**src/rtl/uart_rx_pkg.sv**
```systemverilog
// Shared definitions for the UART receiver: default timing parameters and
// the 2-bit FSM state encoding that is common to the transmitter.
package uart_rx_pkg;

   localparam int CLKS_PER_BIT_DEF = 1085;
   localparam int DATA_BITS_DEF    = 8;

   typedef enum logic [1:0] {
      IDLE  = 2'd0,
      START = 2'd1,
      DATA  = 2'd2,
      STOP  = 2'd3
   } rxState_e;

endpackage

```
**src/rtl/uart_rx_if.sv**
```systemverilog
// Receiver output bundle: received byte plus its valid/frame-error strobes
// and the busy indication. The receiver drives it, the consumer reads it.
interface uart_rx_if #(
   parameter int DATA_BITS = 8
);

   logic [DATA_BITS-1:0] o_data;
   logic                 o_valid;
   logic                 o_frame_err;
   logic                 o_busy;

   modport master (
      output o_data,
      output o_valid,
      output o_frame_err,
      output o_busy
   );

   modport slave (
      input o_data,
      input o_valid,
      input o_frame_err,
      input o_busy
   );

endinterface

```
**src/rtl/uart_rx_sync.sv**
```systemverilog
// Two-flop synchroniser for an asynchronous single-bit input. The reset value
// is a parameter so an idle-high line does not look like an edge after reset.
module uart_rx_sync #(
   parameter logic RESET_VAL = 1'b1
) (
   input  logic clk,
   input  logic rst,
   input  logic d_i,
   output logic q_o
);

   logic meta_q;
   logic sync_q;

   always_ff @(posedge clk or posedge rst) begin
      if (rst) begin
         meta_q <= RESET_VAL;
         sync_q <= RESET_VAL;
      end else begin
         meta_q <= d_i;
         sync_q <= meta_q;
      end
   end

   assign q_o = sync_q;

endmodule

```
**src/rtl/uart_rx.sv**
```systemverilog
// 8N1 UART receiver, LSB first, idle-high line. Samples each bit at its
// centre and strobes o_valid or o_frame_err for one cycle per frame.
module uart_rx
   import uart_rx_pkg::*;
#(
   parameter int CLKS_PER_BIT = CLKS_PER_BIT_DEF,
   parameter int DATA_BITS    = DATA_BITS_DEF
) (
   input  logic      sysclk,
   input  logic      rst,
   input  logic      i_en,
   input  logic      i_rx,
   uart_rx_if.master rxIf
);

   localparam int CW = $clog2(CLKS_PER_BIT);
   localparam int IW = (DATA_BITS > 1) ? $clog2(DATA_BITS) : 1;

   localparam logic [CW-1:0] HALF_LAST = CW'(CLKS_PER_BIT / 2 - 1);
   localparam logic [CW-1:0] BIT_LAST  = CW'(CLKS_PER_BIT - 1);
   localparam logic [IW-1:0] IDX_LAST  = IW'(DATA_BITS - 1);

   logic                 rxSync;
   rxState_e             state_q;
   logic [CW-1:0]        clkCnt_q;
   logic [IW-1:0]        bitIdx_q;
   logic [DATA_BITS-1:0] shift_q;
   logic [DATA_BITS-1:0] shift_d;
   logic [DATA_BITS-1:0] data_q;
   logic                 valid_q;
   logic                 frameErr_q;

   uart_rx_sync #(
      .RESET_VAL (1'b1)
   ) uSync (
      .clk (sysclk),
      .rst (rst),
      .d_i (i_rx),
      .q_o (rxSync)
   );

   always_comb begin
      shift_d           = shift_q;
      shift_d[bitIdx_q] = rxSync;
   end

   // Leaving STOP at mid stop bit leaves half a bit to catch a back-to-back start edge.
   always_ff @(posedge sysclk or posedge rst) begin
      if (rst) begin
         state_q    <= IDLE;
         clkCnt_q   <= '0;
         bitIdx_q   <= '0;
         shift_q    <= '0;
         data_q     <= '0;
         valid_q    <= 1'b0;
         frameErr_q <= 1'b0;
      end else begin
         valid_q    <= 1'b0;
         frameErr_q <= 1'b0;
         if (!i_en) begin
            state_q  <= IDLE;
            clkCnt_q <= '0;
            bitIdx_q <= '0;
         end else begin
            case (state_q)
               IDLE: begin
                  clkCnt_q <= '0;
                  bitIdx_q <= '0;
                  if (!rxSync) begin
                     state_q <= START;
                  end
               end
               START: begin
                  if (clkCnt_q == HALF_LAST) begin
                     clkCnt_q <= '0;
                     bitIdx_q <= '0;
                     state_q  <= rxSync ? IDLE : DATA;
                  end else begin
                     clkCnt_q <= clkCnt_q + 1'b1;
                  end
               end
               DATA: begin
                  if (clkCnt_q == BIT_LAST) begin
                     clkCnt_q <= '0;
                     shift_q  <= shift_d;
                     if (bitIdx_q == IDX_LAST) begin
                        bitIdx_q <= '0;
                        state_q  <= STOP;
                     end else begin
                        bitIdx_q <= bitIdx_q + 1'b1;
                     end
                  end else begin
                     clkCnt_q <= clkCnt_q + 1'b1;
                  end
               end
               STOP: begin
                  if (clkCnt_q == BIT_LAST) begin
                     clkCnt_q   <= '0;
                     data_q     <= shift_q;
                     valid_q    <= rxSync;
                     frameErr_q <= !rxSync;
                     state_q    <= IDLE;
                  end else begin
                     clkCnt_q <= clkCnt_q + 1'b1;
                  end
               end
               default: begin
                  state_q <= IDLE;
               end
            endcase
         end
      end
   end

   assign rxIf.o_data      = data_q;
   assign rxIf.o_valid     = valid_q;
   assign rxIf.o_frame_err = frameErr_q;
   assign rxIf.o_busy      = (state_q != IDLE);

endmodule

```
**src/flat_wrapper.sv**
```systemverilog
// flat-port wrapper written by rule: the top's interface ports become plain ports
module uart_rx_flat import uart_rx_pkg::*;
#(
   parameter int CLKS_PER_BIT = CLKS_PER_BIT_DEF,
   parameter int DATA_BITS    = DATA_BITS_DEF
)
  (sysclk, rst, i_en, i_rx, rxIf_o_data, rxIf_o_valid, rxIf_o_frame_err, rxIf_o_busy);
  uart_rx_if #(.DATA_BITS(DATA_BITS)) rxIf_i ();
  input  logic sysclk;
  input  logic rst;
  input  logic i_en;
  input  logic i_rx;
  output wire logic [$bits(rxIf_i.o_data)-1:0] rxIf_o_data;
  output wire logic [$bits(rxIf_i.o_valid)-1:0] rxIf_o_valid;
  output wire logic [$bits(rxIf_i.o_frame_err)-1:0] rxIf_o_frame_err;
  output wire logic [$bits(rxIf_i.o_busy)-1:0] rxIf_o_busy;
  assign rxIf_o_data = rxIf_i.o_data;
  assign rxIf_o_valid = rxIf_i.o_valid;
  assign rxIf_o_frame_err = rxIf_i.o_frame_err;
  assign rxIf_o_busy = rxIf_i.o_busy;
  uart_rx #(.CLKS_PER_BIT(CLKS_PER_BIT), .DATA_BITS(DATA_BITS)) u_core (.sysclk(sysclk), .rst(rst), .i_en(i_en), .i_rx(i_rx), .rxIf(rxIf_i));
endmodule
```
**config.mk**
```make
export PLATFORM = sky130hd
export DESIGN_NAME = uart_rx_flat
export DESIGN_NICKNAME = d
export VERILOG_FILES = /design/src/rtl/uart_rx_pkg.sv /design/src/rtl/uart_rx_if.sv /design/src/rtl/uart_rx_sync.sv /design/src/rtl/uart_rx.sv /design/src/flat_wrapper.sv
export SDC_FILE = /design/constraint.sdc
export NUM_CORES = 1
export LEC_CHECK = 0
export ABC_CLOCK_PERIOD_IN_PS = 2730
export CAP_MARGIN = 20
export CORE_UTILIZATION = 56
export DETAILED_ROUTE_END_ITERATION = 10
export PLACE_DENSITY = 0.86
export REMOVE_ABC_BUFFERS = 1
export SYNTH_ARGS = -nofsm -noshare
export SYNTH_HDL_FRONTEND = slang
export SYNTH_HIERARCHICAL = 1
export SYNTH_SLANG_ARGS = --single-unit
```
**constraint.sdc**
```tcl
create_clock -name sysclk -period 2.73 [get_ports sysclk]
set_input_delay 0.273 -clock sysclk [delete_from_list [all_inputs] [get_ports sysclk]]
set_output_delay 0.273 -clock sysclk [all_outputs]
set_load 0.01 [all_outputs]
```
==> results.yml <==
worst_setup_path:
  arrival_ps: 2580
  cp_max_fo: 8
  worstPathRequired_ps: 2970
  cp-start-kind: "flip-flop"
  reg2reg_depth: 6
  endpoint_kind: "flip-flop"
  critical_path_class: "reg -> reg"
yosys:
  post-synth-top-area-fraction_pct: 48.64
  ys.flop_type: "dfrtp_1"
  ys_warn_count: 6
  synth_edf_count: 0
  async_reset_ff_share_pct: 100.0
  synth-seq-cells: 36
  synth_area_leaders: "dfrtp_1, mux2_2, ha_1"
  avgSynthCellArea_um2: 11.36
  ys_seq_area_share_pct: 51.65
  synth.distinct_cells: 34
  synthesis.area_um2: 1749
  synth_top_cell_by_area: "dfrtp_1"
  synthCells: 154
sta:
  tightest_slew_ps: 609.6
  period_needed_ps: 2339
  period_share_pct: 85.67
  fmax_mhz: 427.6
  fin_worst_skew_ps: 8.917
  finalHoldViolations: 0
  fin_setup_tns_ps: 0
  max_slew_margin_pct: 59.01
  worst_slack_ps: 391.1
  slew_violations: 0
  grt_setup_unrepaired: "no"
  setup_viol: 0
clock_tree:
  cts.sinks: 36
  clk_pin_slew_worst_paths_ps: 110
  cts_buffers: 5
  post_cts_buffers: 0
  ctsHoldBuffers: 0
  cts_resized: 0
  cts_tree: "built"
  htreeDepth: 2
  cts_buffer_depth: 2
  cts-root-buf: "clkbuf_4"
  clock_latency_ps: 340
run:
  maxCapViolations: 0
grt:
  antenna_found_initial: 0
  grt_pass1_wl_um: 5664
  overflow: 0
  grt_max_degree: 35
  grtUsageTotal_pct: 22.93
  grt_pass1_vias: 1299
detailed_routing:
  vias: 1236
  drt_iter0_markers: 52
  detail-route-antenna-nets: 0
  wirelength_um: 3168
  first_pass_iters: 4
  wl_per_cell_um: 15.45
  drc_errors: 0
  vias_per_cell: 6.029
placement:
  dpl-instance-area_um2: 1924
  hpwl_um: 2311
  portBuffers: 14
  pre_cts_ws_ps: 367.3
  place.gp.congestion: 0.8283
run_status:
  status: "finished, final reports clean"
power:
  p_leak_nw: 0.9019
  ir_drop_mv: 0.3645
  p_total_w: 0.001071
  power_density_nw_per_um2: 534.1
final_layout:
  fin_util_pct: 70.26
  stdcell_area_um2: 2004
  drive_gt1_share_pct: 20.11
  area_delta_synth_final_pct: 14.59
  antenna_cells: 0
  nNetsFinal: 186
floorplanning:
  die_h_um: 57.89
  die_width_um: 57.89
  rows: 19
  start_util_pct: 61.32
  core_area_um2: 2853
  num_io_pins: 15
  die-area_um2: 3351
hold_path:
  hold_path_class: "in -> async"
[cell type report]
cell class / count / area [µm²]
clock buffers: 5 / 37.54
clock inverters: 3 / 42.54
repair buffers: 17 / 162.7
multi-input cells: 101 / 774.5
flip-flops and latches: 36 / 903.4
inverters: 12 / 45.04
fillers: 197 / 848.3
well taps: 31 / 38.79
[placed cells by master, fill, tap and decap left out, types with 2 or more instances in the layout]
master and count:
mux2_2 15, dfstp_2 2, or4_4 2, xor2_1 7
ha_1 9, buf_4 3, clkdlybuf4s50_1 14, nand3_1 7
inv_1 11, dfrtp_1 34, nor3_1 5, nand2_1 8
clkbuf_4 5, o32ai_1 4, nand4_1 6, nor2_1 16
nand3b_1 2, nor4_1 3, xnor2_1 2
[cells in the mapped netlist (2+ instances only)]
cell,n
clkbuf_1,4
dfrtp_1,34
dfstp_2,2
ha_1,9
inv_1,11
mux2_2,15
nand2_1,8
nand3_1,7
nand3b_1,2
nand4_1,6
nor2_1,16
nor3_1,5
nor4_1,3
o32ai_1,4
or4_4,2
xnor2_1,2
xor2_1,7
[worst paths after layout]
kind                       slack, ps             endpoint           startpoint
max                              390    u_core/shift_q[3]   u_core/clkCnt_q[0]
min                              280  u_core/uSync/meta_q                  rst
max reg2reg                      390    u_core/shift_q[3]   u_core/clkCnt_q[0]
min reg2reg                      360     u_core/uSync/q_o  u_core/uSync/meta_q
max in group asynchronous       2090   u_core/clkCnt_q[5]                  rst
min in group sysclk              330  u_core/uSync/meta_q                 i_rx
[per-layer routing]
| layer | GRT usage [%] | up-vias | part of all wire [%] |
|---|---|---|---|
| li1 | - | 583 | - |
| met1 | 25.48 | 614 | 40 |
| met2 | 39.90 | 29 | 53 |
| met3 | 7.366 | 10 | 4.3 |
| met4 | 10.54 | 0 | 2.7 |
| met5 | 0 | - | 0 |
[worst max-delay path, cell delays in order (launching register included)]
cell      delay, ps
dfrtp_1         480
inv_1            90
ha_1            150
nand3b_1        130
or4_4           570
or4_4           510
mux2_4          300
[kinds of logic (layout without fill, tap and decap cells)]
family,after synthesis,in the layout,synth area share [%]
adders and majority gates,9,9,6.438
buffers and inverters,17,37,4.077
and+or+nand+nor,55,55,17.02
AOI/OAI and AO/OA,11,11,5.222
muxes,17,17,11.09
xor gates and xnor gates,9,9,4.507
DFF,36,36,51.65
[state kept, by name, summed over array words and instances, names as in the netlist]
signal                   cells
u_core/uSync/q_o             1
u_core/bitIdx_q              3
u_core/shift_q               8
u_core/clkCnt_q             11
u_core/rxIf.o_valid          1
u_core/uSync/meta_q          1
u_core/rxIf.o_frame_err      1
u_core/state_q               2
u_core/rxIf.o_data           8
[through the flow]
step,hold slack (ps),std cells
6_report,275.6,205
5_1_grt,279.5,205
4_1_cts,259.8,205
3_5_place_dp,351.6,197
3_3_place_gp,347.3,197
2_1_floorplan,184.5,149
[power by group]
part | internal, W | switching, W
Sequential | 0.000543 | 0.0000146
Clock | 0.000191 | 0.000178
Combinational | 0.0000591 | 0.0000846
No activity file was read; power rests on OpenSTA's default activity.
